File: src/rtl/multicycle_sequencer.sv
// multicycle_sequencer: multi-cycle control FSM for the 32-bit datapath.
// Each instruction goes through FETCH, DECODE, EXEC and, for register
// writing ops, WB. The FSM handshakes with instruction memory and drives
// the datapath control lines.
// Optional performance counters are built only when PERF_CNT_EN is defined.
module multicycle_sequencer #(
   parameter int FETCH_TIMEOUT = 15
) (
   input  logic       CLK,
   input  logic       RESET,
   input  logic       start,
   input  logic       imem_ack,
   input  logic [4:0] opcode,
   input  logic       branch_taken,
   output logic       imem_req,
   output logic       ir_load,
   output logic       pc_write,
   output logic       pc_src,
   output logic       offset_sel,
   output logic [3:0] alu_op,
   output logic       reg_write,
   output logic       wreg_sel,
   output logic       wdata_sel,
   output logic       aluB_sel,
   output logic [2:0] state,
   output logic       halted,
   output logic       illegal
`ifdef PERF_CNT_EN
   ,
   output logic [31:0] cycle_count,
   output logic [31:0] instr_retired
`endif
);

   localparam logic [2:0] S_IDLE   = 3'd0;
   localparam logic [2:0] S_FETCH  = 3'd1;
   localparam logic [2:0] S_DECODE = 3'd2;
   localparam logic [2:0] S_EXEC   = 3'd3;
   localparam logic [2:0] S_WB     = 3'd4;
   localparam logic [2:0] S_HALT   = 3'd5;
   localparam logic [2:0] S_ERROR  = 3'd6;

   localparam logic [4:0] OP_AR   = 5'b00000;
   localparam logic [4:0] OP_T    = 5'b00001;
   localparam logic [4:0] OP_I    = 5'b00010;
   localparam logic [4:0] OP_J    = 5'b00011;
   localparam logic [4:0] OP_M    = 5'b00100;
   localparam logic [4:0] OP_HALT = 5'b11111;

   localparam logic [7:0] TIMEOUT_C = FETCH_TIMEOUT[7:0];

   logic [2:0] state_q, state_d;
   logic [4:0] op_q, op_d;
   logic [7:0] wait_q, wait_d;

   // Next-state logic: fetch handshake with timeout, decode dispatch, execute/writeback sequencing.
   always_comb begin
      state_d = state_q;
      op_d    = op_q;
      wait_d  = wait_q;
      case (state_q)
         S_IDLE: begin
            if (start) state_d = S_FETCH;
         end
         S_FETCH: begin
            if (imem_ack) begin
               op_d    = opcode;
               wait_d  = 8'd0;
               state_d = S_DECODE;
            end else if (wait_q == TIMEOUT_C) begin
               wait_d  = 8'd0;
               state_d = S_ERROR;
            end else begin
               wait_d = 8'(wait_q + 8'd1);
            end
         end
         S_DECODE: begin
            case (op_q)
               OP_AR, OP_T, OP_I, OP_J, OP_M: state_d = S_EXEC;
               OP_HALT:                       state_d = S_HALT;
               default:                       state_d = S_ERROR;
            endcase
         end
         S_EXEC: begin
            if (op_q == OP_J || op_q == OP_M) state_d = S_FETCH;
            else                              state_d = S_WB;
         end
         S_WB:    state_d = S_FETCH;
         S_HALT:  state_d = S_HALT;
         S_ERROR: state_d = S_ERROR;
         default: state_d = S_IDLE;
      endcase
   end

   // State, latched opcode and fetch wait counter; reset aborts any instruction in flight.
   always_ff @(posedge CLK or negedge RESET) begin
      if (!RESET) begin
         state_q <= S_IDLE;
         op_q    <= 5'd0;
         wait_q  <= 8'd0;
      end else begin
         state_q <= state_d;
         op_q    <= op_d;
         wait_q  <= wait_d;
      end
   end

   // Moore control decode from state and op_q; only ir_load and the M-branch pc_src follow live inputs.
   always_comb begin
      imem_req   = 1'b0;
      ir_load    = 1'b0;
      pc_write   = 1'b0;
      pc_src     = 1'b0;
      offset_sel = 1'b0;
      alu_op     = 4'b0000;
      reg_write  = 1'b0;
      wreg_sel   = 1'b0;
      wdata_sel  = 1'b0;
      aluB_sel   = 1'b0;
      if (state_q == S_FETCH) begin
         imem_req = 1'b1;
         ir_load  = imem_ack;
      end
      if (state_q == S_EXEC || state_q == S_WB) begin
         case (op_q)
            OP_AR: begin
               alu_op   = 4'b0000;
               aluB_sel = 1'b0;
            end
            OP_T: begin
               wdata_sel = 1'b1;
               wreg_sel  = 1'b1;
            end
            OP_I: begin
               alu_op   = 4'b0001;
               aluB_sel = 1'b1;
            end
            OP_M: begin
               alu_op     = 4'b0010;
               offset_sel = 1'b1;
            end
            default: ;
         endcase
      end
      if (state_q == S_EXEC) begin
         if (op_q == OP_J) begin
            pc_write   = 1'b1;
            pc_src     = 1'b1;
            offset_sel = 1'b0;
         end else if (op_q == OP_M) begin
            pc_write = 1'b1;
            pc_src   = branch_taken;
         end
      end
      if (state_q == S_WB) begin
         reg_write = 1'b1;
         pc_write  = 1'b1;
         pc_src    = 1'b0;
      end
   end

   assign state   = state_q;
   assign halted  = (state_q == S_HALT);
   assign illegal = (state_q == S_ERROR);

`ifdef PERF_CNT_EN
   logic [31:0] cycle_count_q;
   logic [31:0] instr_retired_q;
   logic        busy;
   logic        retire;

   assign busy   = (state_q == S_FETCH) || (state_q == S_DECODE) ||
                   (state_q == S_EXEC)  || (state_q == S_WB);
   assign retire = (state_d == S_FETCH) && ((state_q == S_EXEC) || (state_q == S_WB));

   // Saturating counters for active cycles and completed instructions.
   always_ff @(posedge CLK or negedge RESET) begin
      if (!RESET) begin
         cycle_count_q   <= 32'd0;
         instr_retired_q <= 32'd0;
      end else begin
         if (busy && cycle_count_q != 32'hFFFF_FFFF)
            cycle_count_q <= cycle_count_q + 32'd1;
         if (retire && instr_retired_q != 32'hFFFF_FFFF)
            instr_retired_q <= instr_retired_q + 32'd1;
      end
   end

   assign cycle_count   = cycle_count_q;
   assign instr_retired = instr_retired_q;
`endif

endmodule

File: config.mk
export PLATFORM = sky130hd
export DESIGN_NAME = multicycle_sequencer
export DESIGN_NICKNAME = d
export VERILOG_FILES = /design/src/rtl/multicycle_sequencer.sv
export SDC_FILE = /design/constraint.sdc
export NUM_CORES = 1
export LEC_CHECK = 0
export CAP_MARGIN = 5
export CORE_MARGIN = 2
export CORE_UTILIZATION = 50
export DETAILED_ROUTE_END_ITERATION = 8
export PLACE_DENSITY = 0.83
export SYNTH_ARGS = -nofsm -noshare
export SYNTH_HDL_FRONTEND = slang
export SYNTH_SLANG_ARGS = --single-unit
File: constraint.sdc
create_clock -name CLK -period 3.4 [get_ports CLK]
set_input_delay 1.02 -clock CLK [delete_from_list [all_inputs] [get_ports CLK]]
set_output_delay 1.02 -clock CLK [all_outputs]
set_load 0.01 [all_outputs]
==> reports/metrics.yaml <==
run_status:
  outcome: "complete, no violations"
critical_path:
  critPathBufInv: 2
  critPathMaxStageDelay_ns: 0.46
  timing.rr.start: "state[1]$_DFFE_PN0P_"
  reg2regPathDepth: 6
  worstPathRequired_ns: 2.38
  crit_chain: "clkdlybuf4s50_1 -> nand3_1 -> a2111oi_0 -> dlygate4sd2_1"
  cp_top_family: "buffers and inverters"
  slowest_stage: "clkdlybuf4s50_1"
  crit_arrival_ns: 2.25
  critPathKind: "in -> out"
  startpoint_type: "input pin"
  cp-startpoint: "branch_taken"
  r2r_end: "wait_q[5]$_DFFE_PN0P_"
  cp-end-kind: "output port"
  worst-r2r-setup-slack_ns: 1.28
  critPathMaxFanout: 1
place:
  place_area_mm2: 0.001267
  place.port_buffers: 25
  dp_hpwl_um: 1545
  place_congestion: 0.7745
synth:
  ys_ff_latch: 16
  synth_edf_count: 0
  synth_cells: 108
  async_flop_share_pct: 100.0
  synth_warnings: 0
  synth_area_um2: 988.4
  yosys.cell_types.count: 42
  synth_seq_area_share_pct: 40.51
  synth_flop_cell: "dfrtp_1"
  avgSynthCellArea_um2: 9.152
clock_network:
  numCtsBuffers: 3
  clk_pin_slew_ns: 0.08
  clock-sinks: 16
  htreeDepth: 1
  cts_tree: "built"
  postCtsSetupBuffers: 0
  hold_buffers: 0
  cts_buffer_depth: 2
  clk-insertion-delay-late_ns: 0.28
  cts-root-buf: "clkbuf_4"
worst_hold_path:
  min_to: "wait_q[1]$_DFFE_PN0P_"
  hp-class: "reg -> reg"
  holdCritStartpoint: "wait_q[1]$_DFFE_PN0P_"
  holdPathStages: 2
detailed_routing:
  wl_um: 1998
  drtIter0Drc: 11
  firstDrtPassIters: 4
  vias_per_cell: 5.528
  drc: 0
  wl_per_cell_um: 12.41
  vias: 890
  antenna_left: 0
sta:
  timing.final.crit_share_pct: 96.28
  max_freq_ghz: 0.3055
  max_slew_margin_pct: 54.05
  rsz0062_at_grt: "no"
  whs_ns: 0.5039
  fin_crit_ns: 3.273
  fin_tns_setup_ns: 0
  fin_skew_ns: 0.005187
  hold_viol_final: 0
  slew_violations: 0
  worst_pin_slew_ns: 0.6870
  setup_viol: 0
cells_and_area:
  layout_common_cells: "clkdlybuf4s50_1 (24), dfrtp_1 (16), nand2_1 (11)"
  area_growth_pct: 31.01
  drive_gt1_share_pct: 16.42
  final_nets: 147
  fin_area_mm2: 0.001295
  layout_commonest_cell: "clkdlybuf4s50_1"
  num_antenna_cells: 0
pwr:
  power_frac_comb_pct: 53.3
  p_int_mw: 0.5761
  p_per_area_mw_per_mm2: 747.9
  peakVddDrop_uv: 456.4
  seqPwrFrac_pct: 37.0
  clock_power_share_pct: 9.7
  power.switching_mw: 0.3924
  p_leak_nw: 0.5744
  swShare_pct: 40.51
  power_mw: 0.9685
floorplan:
  initial_core_util_pct: 51.43
  dieArea_mm2: 0.002348
  dieHeight_um: 48.46
  coreArea_mm2: 0.001922
  core.rowCount: 16
  dieWidth_um: 48.46
  ioPinCount: 28
grt:
  antenna_found_initial: 0
  grt_pass1_vias: 767
  grt.total_usage_pct: 16.91
  grt_overflow: 0
  grt_first_pass_wirelength_um: 3249
  grt_max_degree: 17
flow_run:
  maxCapViolations: 0
-- power by group through the flow --
stage | sequential, mW | clock, mW | combinational (mW)
finish | 0.358 | 0.0939 | 0.516
global route | 0.371 | 0.106 | 0.565
CTS | 0.356 | 0.0973 | 0.520
detailed placement | 0.359 | 0 | 0.519
global placement | 0.354 | 0 | 0.500
floorplan | 0.335 | 0 | 0.350
-- worst register-to-register path: stages, from the launching register on --
cell	delay (ns)
dfrtp_1	0.38
buf_4	0.17
or3b_1	0.56
inv_2	0.19
o311a_1	0.40
a41oi_1	0.18
a31oi_1	0.16
-- worst max-delay path by stage --
stage | to | slack (ns) | cells after the start
after floorplan | wreg_sel | 0.50 | 5
after global placement | pc_src | -0.16 | 4
after detailed placement | pc_src | -0.18 | 4
after global routing | aluB_sel | 0.005 | 5
after CTS | wreg_sel | 0.06 | 5
final | pc_src | 0.13 | 4
-- metrics by stage --
stage	instances	worst slack, ns	utilization [%]
after floorplan	109	0.5048	-
after global placement	158	-0.1575	65.95
after detailed placement	158	-0.1822	65.95
after CTS	161	0.05782	67.06
after global routing	161	0.004782	67.38
final	161	0.1266	67.38
-- logic make-up after synthesis --
kind of cell | count (synthesis) | share of synthesized area, %
and+or+nand+nor | 42 | 23.29
DFF | 16 | 40.51
AOI/OAI and AO/OA | 25 | 18.73
other | 1 | 0.3794
xor gates and xnor gates | 1 | 0.8862
buffers and inverters | 16 | 8.100
adders and majority gates | 1 | 1.266
muxes | 6 | 6.835
-- cells in the mapped netlist, types with 2 or more instances --
| cell type | number | area, um^2 |
|---|---|---|
| o22ai_1 | 2 | 12.51 |
| mux2_2 | 6 | 67.56 |
| nand3_1 | 4 | 20.02 |
| a31oi_1 | 3 | 18.77 |
| nand3b_1 | 2 | 15.01 |
| inv_1 | 6 | 22.52 |
| o21ai_0 | 3 | 15.01 |
| nor4b_1 | 3 | 26.28 |
| nand2_1 | 11 | 41.29 |
| and3_1 | 2 | 12.51 |
| a21oi_1 | 4 | 20.02 |
| o211a_1 | 2 | 20.02 |
| clkbuf_1 | 4 | 15.01 |
| dfrtp_1 | 16 | 400.4 |
| or3b_1 | 2 | 17.52 |
| nor2_1 | 7 | 26.28 |
| nor3_1 | 4 | 20.02 |
| buf_4 | 3 | 22.52 |
-- registers in the layout (all words and copies together) (netlist names) --
register  cells
op_q          5
state         3
wait_q        8
-- layout make-up --
cell class	instances	area (um^2)
clock buffers	3	22.52
fillers	178	626.9
inverters	7	26.28
multi-input cells	77	518.0
flip-flops and latches	16	400.4
well taps	27	33.78
repair buffers	31	294.0
-- repair_timing --
item,in CTS,in global routing
endpoints found under the hold margin,0,0
setup endpoints to repair,1,2
gates resized for setup,1,1
gates cloned,0,0
-- routing by layer --
layer  up-vias  share of wire, %  GRT usage, %
met4         0              0.85         5.238
met3         3               3.7         2.469
li1        441                 -             -
met5         -                 0             0
met1       422                47         21.05
met2        24                48         30.32
No activity file was read; power rests on OpenSTA's default activity.
